==> src/rtl/mem_arb_pkg.sv <==
// Shared types and encodings for the three-requester memory port arbiter.
// The optional abort timer is enabled with the ARB_TIMEOUT_EN macro in mem_port_arb3.
package mem_arb_pkg;

   typedef enum logic [1:0] {
      IDLE  = 2'd0,
      START = 2'd1,
      WAIT  = 2'd2
   } arb_state_t;

   localparam logic [1:0] REQ_IF  = 2'd0;
   localparam logic [1:0] REQ_LS  = 2'd1;
   localparam logic [1:0] REQ_DBG = 2'd2;

   localparam logic [1:0] SEL_IF  = 2'b00;
   localparam logic [1:0] SEL_LS  = 2'b01;
   localparam logic [1:0] SEL_DBG = 2'b10;

   // Round-robin successor over the three requesters (wraps 2 -> 0).
   function automatic logic [1:0] next_idx(input logic [1:0] i);
      case (i)
         REQ_IF:  return REQ_LS;
         REQ_LS:  return REQ_DBG;
         default: return REQ_IF;
      endcase
   endfunction

   function automatic logic [1:0] sel_of(input logic [1:0] i);
      case (i)
         REQ_IF:  return SEL_IF;
         REQ_LS:  return SEL_LS;
         default: return SEL_DBG;
      endcase
   endfunction

endpackage

==> src/rtl/mem_port_arb3_rr_pick3.sv <==
// Combinational round-robin picker: searches upward from last+1 (mod 3)
// and returns the first active requester as one-hot plus its mux index.
module rr_pick3
   import mem_arb_pkg::*;
(
   input  logic [2:0] req,
   input  logic [1:0] last,
   output logic       any,
   output logic [2:0] winner,
   output logic [1:0] index
);

   logic [1:0] cand;

   always_comb begin
      winner = 3'b000;
      index  = SEL_IF;
      cand   = next_idx(last);
      for (int k = 0; k < 3; k++) begin
         if (winner == 3'b000 && req[cand]) begin
            winner = 3'b001 << cand;
            index  = sel_of(cand);
         end
         cand = next_idx(cand);
      end
   end

   assign any = |req;

endmodule

==> src/rtl/mem_port_arb3.sv <==
// Round-robin arbiter for the shared memory port: grant, start pulse, hold until done.
// Define ARB_TIMEOUT_EN to abort a WAIT that exceeds TIMEOUT cycles.
module mem_port_arb3
   import mem_arb_pkg::*;
#(
   parameter int TIMEOUT   = 255,
   parameter int CNT_WIDTH = 8
) (
   input  logic       clk,
   input  logic       reset,
   input  logic [2:0] req,
   output logic [2:0] grant,
   output logic [1:0] sel,
   output logic       port_start,
   input  logic       port_done,
   output logic       busy,
   output logic       timeout_err
);

   arb_state_t state;
   logic [1:0] last_winner;
   logic       pick_any;
   logic [2:0] pick_onehot;
   logic [1:0] pick_idx;

   rr_pick3 u_pick (
      .req    (req),
      .last   (last_winner),
      .any    (pick_any),
      .winner (pick_onehot),
      .index  (pick_idx)
   );

`ifdef ARB_TIMEOUT_EN
   logic [CNT_WIDTH-1:0] tmo_cnt;
`else
   assign timeout_err = 1'b0;
`endif

   always_ff @(posedge clk) begin
      if (reset) begin
         state       <= IDLE;
         grant       <= 3'b000;
         sel         <= SEL_IF;
         port_start  <= 1'b0;
         busy        <= 1'b0;
         last_winner <= REQ_DBG;
`ifdef ARB_TIMEOUT_EN
         tmo_cnt     <= '0;
         timeout_err <= 1'b0;
`endif
      end else begin
         port_start <= 1'b0;
`ifdef ARB_TIMEOUT_EN
         timeout_err <= 1'b0;
`endif
         case (state)
            IDLE: begin
               if (pick_any) begin
                  grant      <= pick_onehot;
                  sel        <= pick_idx;
                  busy       <= 1'b1;
                  port_start <= 1'b1;
                  state      <= START;
               end
            end
            START: begin
`ifdef ARB_TIMEOUT_EN
               tmo_cnt <= '0;
`endif
               state <= WAIT;
            end
            WAIT: begin
               // sel keeps the winner's index, so it doubles as the round-robin pointer source
               if (port_done) begin
                  grant       <= 3'b000;
                  busy        <= 1'b0;
                  last_winner <= sel;
                  state       <= IDLE;
               end
`ifdef ARB_TIMEOUT_EN
               else if (tmo_cnt == CNT_WIDTH'(TIMEOUT - 1)) begin
                  grant       <= 3'b000;
                  busy        <= 1'b0;
                  last_winner <= sel;
                  timeout_err <= 1'b1;
                  state       <= IDLE;
               end else begin
                  tmo_cnt <= tmo_cnt + 1'b1;
               end
`endif
            end
            default: state <= IDLE;
         endcase
      end
   end

endmodule

==> config.mk <==
export PLATFORM = sky130hd
export DESIGN_NAME = mem_port_arb3
export DESIGN_NICKNAME = d
export VERILOG_FILES = /design/src/rtl/mem_arb_pkg.sv /design/src/rtl/mem_port_arb3_rr_pick3.sv /design/src/rtl/mem_port_arb3.sv
export SDC_FILE = /design/constraint.sdc
export NUM_CORES = 1
export LEC_CHECK = 0
export ABC_CLOCK_PERIOD_IN_PS = 1650
export CORE_UTILIZATION = 42
export CTS_CLUSTER_DIAMETER = 100
export DETAILED_ROUTE_END_ITERATION = 10
export MAX_ROUTING_LAYER = met4
export PLACE_DENSITY = 0.83
export SYNTH_ARGS = -nofsm -noshare
export SYNTH_HDL_FRONTEND = slang
export SYNTH_SLANG_ARGS = --single-unit
==> constraint.sdc <==
create_clock -name clk -period 1.65 [get_ports clk]
set_clock_uncertainty 0.2 [all_clocks]
set_input_delay 0.2475 -clock clk [delete_from_list [all_inputs] [get_ports clk]]
set_output_delay 0.2475 -clock clk [all_outputs]
set_load 0.05 [all_outputs]
==> metrics.cfg, run 1 <==
[critical_path]
crit_path_cell_trace = or4b_4 -> a21oi_2 -> a2111oi_2 -> a41o_1
r2r_cells = 4
path_delay_family = simple AND/OR/NAND/NOR gates
critPathSlowestCell = or4b_4
crit_type = flip-flop to flip-flop
crit_buf_inv = 0
crit_fanout = 7
crit_end = grant[1]
r2r_end = grant[1]
reg2reg_from = last_winner[1]
required_ns = 1.62
cp.depth = 4
arrival_ns = 1.59
reg2reg_slack_ns = 0.02
critPathCaptureType = flip-flop
startpoint_type = flip-flop
slowest_delay_ns = 0.51
critPathLaunch = last_winner[1]

[sta]
setup_viol = 0
finalCritPeriodShare_pct = 98.6
drv_slew = 0
finalCriticalPeriod_ns = 1.63
rsz0062_at_grt = true
hold_viol = 0
fmax_mhz = 615

[yosys]
syn-cell-area_um2 = 588
postSynthAreaPerCell_um2 = 9.64
synthDistinctLibCells = 29
synth_warnings = 0
yosysSeqAreaShare_pct = 37.4
ys_ff_latch = 11
syn-num-nets = 67
netlist_instances = 61

[floorplan]
dieArea_mm2 = 0.00155
ios = 14
chipWidth_um = 39.4
start_util_pct = 45.2
core-area_mm2 = 0.00130
fp-row-count = 13
dieHeight_um = 39.4

[final_layout]
fin_area_um2 = 885
layout_common_cells = buf_4, dfxtp_1, nor2_1
drive_above_1_share_pct = 40.0
layout.cells.non_filler = 100
nets = 92
final_common_cell = buf_4
diodes = 0
syn_to_final_growth_pct = 50.4

[route]
drt_iter0_markers = 6
wl_um = 1270
wire_per_inst_um = 12.7
num_vias = 530
via_per_inst = 5.30
first_pass_iters = 4
drc_errors = 0
ant_nets = 0

[clocking]
cts_tree = yes
cts_buffer_depth = 2
cts_buffers = 3
clk-insertion-delay-late_ns = 0.27
cts_root_buf = clkbuf_4
post_cts.repair.setup_buffers = 0
cts_max_level = 1
clk_pin_slew_ns = 0.07
clock-sinks = 11

[pwr]
ir_drop_mv = 0.610
cellPowerDensity_mw_per_mm2 = 828
p_leak_nw = 0.386

[place]
placedCellCount = 97
portBuffers = 12
place_area_um2 = 860
hpwl_um = 971
gp_congestion = 0.852

[global_route]
grt_pass1_wl_um = 1930
grt_overflow = 0
first_global_vias = 473
antenna_found_initial = 0
grt_max_degree = 8
grt_usage_pct = 19.4

[min_path]
min_path_type = flip-flop to flip-flop

[run]
max-cap-violations = 0

[status]
status = complete, no violations

## synth_stat cells (all sizes together)
cell | number | area (um2)
a2111oi | 2 | 25.0
a41o | 2 | 20.0
nor2b | 1 | 6.26
or2 | 1 | 6.26
a21oi | 4 | 23.8
and2b | 2 | 16.3
nand3b | 3 | 22.5
o211ai | 1 | 7.51
o21ai | 2 | 10.0
o31ai | 1 | 21.3
a211oi | 1 | 12.5
buf | 6 | 50.0
inv | 2 | 7.51
or3b | 1 | 8.76
nand3 | 1 | 5.00
dfxtp | 11 | 220
or4b | 1 | 13.8
a32oi | 1 | 8.76
mux2i | 4 | 40.0
nand2 | 2 | 7.51
nor2 | 9 | 33.8
conb | 1 | 3.75
a31o | 2 | 17.5
## worst min-delay path by stage
stage                       to  slack [ns]  cells past startpoint  startpoint
after floorplan           busy        0.27                      2       reset
after global placement    busy        0.28                      2        busy
after detailed placement  busy        0.28                      2        busy
after CTS                 busy        0.29                      2        busy
after global routing      busy        0.31                      2        busy
final                     busy        0.29                      2        busy
## registers in the layout, summed over array words and instances, names as in the netlist
signal,cells
state,2
grant,3
sel,2
busy,1
port_start,1
last_winner,2
## cell type report
type,instances,area (um2)
Multi-Input combinational cell,42,318
Inverter,2,7.51
Fill cell,94,417
Sequential cell,11,223
Timing Repair Buffer,26,292
Tap cell,15,18.8
Clock buffer,4,26.3
## through the flow
step	setup TNS, ns	total power (W)	util [%]	worst slack (ns)	hold slack [ns]
finish	0	0.000733	68.0	0.0228	0.289
global route	-0.0653	0.000767	68.0	-0.0490	0.307
CTS	0	0.000734	68.0	0.00583	0.291
detailed placement	-2.33	0.000556	66.1	-0.421	0.282
global placement	-2.16	0.000551	66.1	-0.375	0.279
floorplan	0	0.000440	-	0.00356	0.266
## layer usage
metal	vias up	routed length, um	global-route usage [%]
li1	267	-	-
met3	5	46	5.11
met2	10	617	32.0
met1	248	567	21.0
met5	-	0	-
met4	0	36	10.3
## cells by family (layout without fill, tap and decap cells)
group | after synthesis | in the layout | synth area share, %
AO/OA/AOI/OAI | 16 | 16 | 24.9
buffers and inverters | 8 | 32 | 9.79
flip-flops | 11 | 11 | 37.4
multiplexers | 4 | 4 | 6.81
other | 1 | 1 | 0.638
AND/OR/NAND/NOR | 21 | 21 | 20.4
## worst min-delay path, delay by kind of cell, from the launching register on
family	cells	cell delay [ns]
AO/OA/AOI/OAI	1	0.05
flip-flops	1	0.34
AND/OR/NAND/NOR	1	0.06
## where the power goes
group / internal, W / total (W) / switching [W] / leakage [nW]
Sequential: 0.000287 / 0.000310 / 0.0000235 / 0.0905
Combinational: 0.000120 / 0.000240 / 0.000119 / 0.280
Clock: 0.0000938 / 0.000183 / 0.0000889 / 0.0150
## repair_timing
action,CTS,global route
gates resized for setup,5,2
pin swaps,1,3
endpoints found under the hold margin,0,0
endpoints found under the setup margin,4,4
hold buffers,0,0
(Power assumes the default switching activity.)
==> run 2: changes to the inputs <==
--- a/config.mk
+++ b/config.mk
@@ -5,12 +5,12 @@
 export SDC_FILE = /design/constraint.sdc
 export NUM_CORES = 1
 export LEC_CHECK = 0
-export ABC_CLOCK_PERIOD_IN_PS = 1650
-export CORE_UTILIZATION = 42
+export ABC_CLOCK_PERIOD_IN_PS = 1920
+export CORE_UTILIZATION = 45
 export CTS_CLUSTER_DIAMETER = 100
 export DETAILED_ROUTE_END_ITERATION = 10
 export MAX_ROUTING_LAYER = met4
-export PLACE_DENSITY = 0.83
+export PLACE_DENSITY = 0.84
 export SYNTH_ARGS = -nofsm -noshare
 export SYNTH_HDL_FRONTEND = slang
 export SYNTH_SLANG_ARGS = --single-unit
==> constraint.sdc (replaced) <==
create_clock -name clk -period 1.92 [get_ports clk]
set_clock_uncertainty 0.2 [all_clocks]
set_input_delay 0.288 -clock clk [delete_from_list [all_inputs] [get_ports clk]]
set_output_delay 0.288 -clock clk [all_outputs]
set_load 0.05 [all_outputs]
==> metrics.cfg, run 2 (synthesis results as in run 1) <==
[critical_path]
critPathCaptureType = flip-flop
crit_path_cell_trace = clkdlybuf4s50_1 -> or3b_1 -> a211oi_2 -> a2111oi_2 -> buf_4 -> a41o_1
crit_type = primary input to flip-flop
crit_fanout = 4  ; -3
slowest_delay_ns = 0.51  ; about the same
reg2reg_from = last_winner[1]
arrival_ns = 1.79  ; +0.20 ns
r2r_cells = 4  ; unchanged
reg2reg_slack_ns = 0.18  ; +0.16 ns
r2r_end = grant[1]
startpoint_type = primary input
critPathSlowestCell = clkdlybuf4s50_1
required_ns = 1.89  ; +0.27 ns

[global_route]
first_global_vias = 464  ; -1.9%
grt_pass1_wl_um = 2040  ; +5.3%
grt_max_degree = 10  ; +2
antenna_found_initial = 0  ; unchanged
grt_usage_pct = 22.4  ; +3.0 points
grt_overflow = 0  ; unchanged

[min_path]
whs_path_depth = 2  ; unchanged
whs_endpoint = busy
hold_path_startpoint = busy
min_path_type = flip-flop to flip-flop

[place]
hpwl_um = 951  ; -2.0%
gp_congestion = 0.797  ; -6.5%
pre_cts_ws_ns = -0.169  ; +0.252 ns
place_area_um2 = 726  ; -16%
placedCellCount = 90  ; -7.2%
portBuffers = 12  ; unchanged

[route]
drt_iter0_markers = 12  ; +6
drc_errors = 0  ; unchanged
wl_um = 1240  ; -1.8%
num_vias = 500  ; -5.7%
first_pass_iters = 3  ; -1
ant_nets = 0  ; unchanged
via_per_inst = 5.32  ; +0.36%
wire_per_inst_um = 13.2  ; +4.5%

[sta]
rsz0062_at_grt = false
tns_ns = 0  ; unchanged
finalCritPeriodShare_pct = 94.8
finalCriticalPeriod_ns = 1.82
fin_ws_ns = 0.101  ; +0.0777 ns
drv_slew = 0  ; unchanged
setup_viol = 0  ; unchanged
hold_viol = 0  ; unchanged
holdWs_ns = 0.258  ; -0.0305 ns
fmax_mhz = 550

[final_layout]
final_common_cell = buf_4
drive_above_1_share_pct = 32.5  ; -7.5 points
regMostFlops = grant
nets = 87  ; -5.4%
diodes = 0  ; unchanged
syn_to_final_growth_pct = 28.7
fin_area_um2 = 757  ; -14%
layout_common_cells = buf_4, dfxtp_1, nor2_1
largest_register_ffs = 3  ; unchanged
layout.cells.non_filler = 94  ; -6.0%

[floorplan]
core-area_mm2 = 0.00116  ; -11%
start_util_pct = 50.9  ; +5.7 points
dieHeight_um = 38.2  ; -3.2%
fp-row-count = 12  ; -1
dieArea_mm2 = 0.00146  ; -6.3%
ios = 14  ; unchanged
chipWidth_um = 38.2  ; -3.2%

[pwr]
ir_drop_mv = 0.520  ; -15%
p_leak_nw = 0.335  ; -13%
cellPowerDensity_mw_per_mm2 = 776  ; -6.3%

[clocking]
clk_pin_slew_ns = 0.07  ; about the same
clk-insertion-delay-late_ns = 0.27  ; about the same
cts_buffer_depth = 2  ; unchanged
clock-sinks = 11  ; unchanged
cts_max_level = 1  ; unchanged
cts_root_buf = clkbuf_4
postCtsHoldBufs = 0  ; unchanged
cts_tree = yes
cts_buffers = 3  ; unchanged

[run]
max-cap-violations = 0  ; unchanged

[status]
status = complete, no violations

==> run 2: what timing repair did <==
item,in CTS,in global routing
setup buffers,0,0
resized for setup,0,1
hold endpoints to repair,0,0
endpoints found under the setup margin,0,1
==> run 2: worst max path at each step <==
stage	to	from	depth (start not counted)	slack, ns
floorplan	grant[1]	req[2]	5	0.27
global placement	grant[1]	req[2]	5	-0.16
detailed placement	grant[2]	req[0]	6	-0.17
CTS	grant[1]	req[2]	5	0.10
global route	sel[1]	req[1]	6	0.02
finish	grant[2]	req[0]	6	0.10
==> run 2: final cells by class <==
type | instances | area [um2]
clock buffer | 4 | 26.3
fill | 98 | 399
inverter | 2 | 7.51
multi-input combinational | 42 | 315
sequential | 11 | 220
tap | 14 | 17.5
timing repair buffer | 21 | 170
==> run 2: stage by stage <==
step	total power, W	util [%]
final	0.000587	65.5
after global routing	0.000614	65.5
after CTS	0.000591	65.0
after detailed placement	0.000432	62.8
after global placement	0.000428	62.8
after floorplan	0.000378	-
==> run 2: power by group <==
part           switching (W)  internal, W
Sequential         0.0000141     0.000246
Combinational       0.000101    0.0000678
Clock              0.0000780    0.0000805
Total               0.000193     0.000395
==> run 2: critical path: cells and delay by family <==
| family | cells | cell delay [ns] |
|---|---|---|
| compound gates | 3 | 0.48 |
| buf+inv | 2 | 0.66 |
| simple gates | 1 | 0.37 |
==> run 2: layer usage <==
layer / GRT usage, % / vias to the layer above / share of wire [%]
met5: - / - / 0
met3: 8.72 / 4 / 4.3
li1: - / 256 / -
met4: 10.7 / 0 / 2.3
met1: 24.0 / 230 / 44
met2: 36.0 / 10 / 49
==> run 3: changes to the inputs <==
--- a/config.mk
+++ b/config.mk
@@ -8,6 +8,7 @@
 export ABC_CLOCK_PERIOD_IN_PS = 1920
 export CORE_UTILIZATION = 45
 export CTS_CLUSTER_DIAMETER = 100
+export CTS_CLUSTER_SIZE = 10
 export DETAILED_ROUTE_END_ITERATION = 10
 export MAX_ROUTING_LAYER = met4
 export PLACE_DENSITY = 0.84
==> results of run 3 <==
The final DEF is identical to that of run 2; final timing and power are the same.
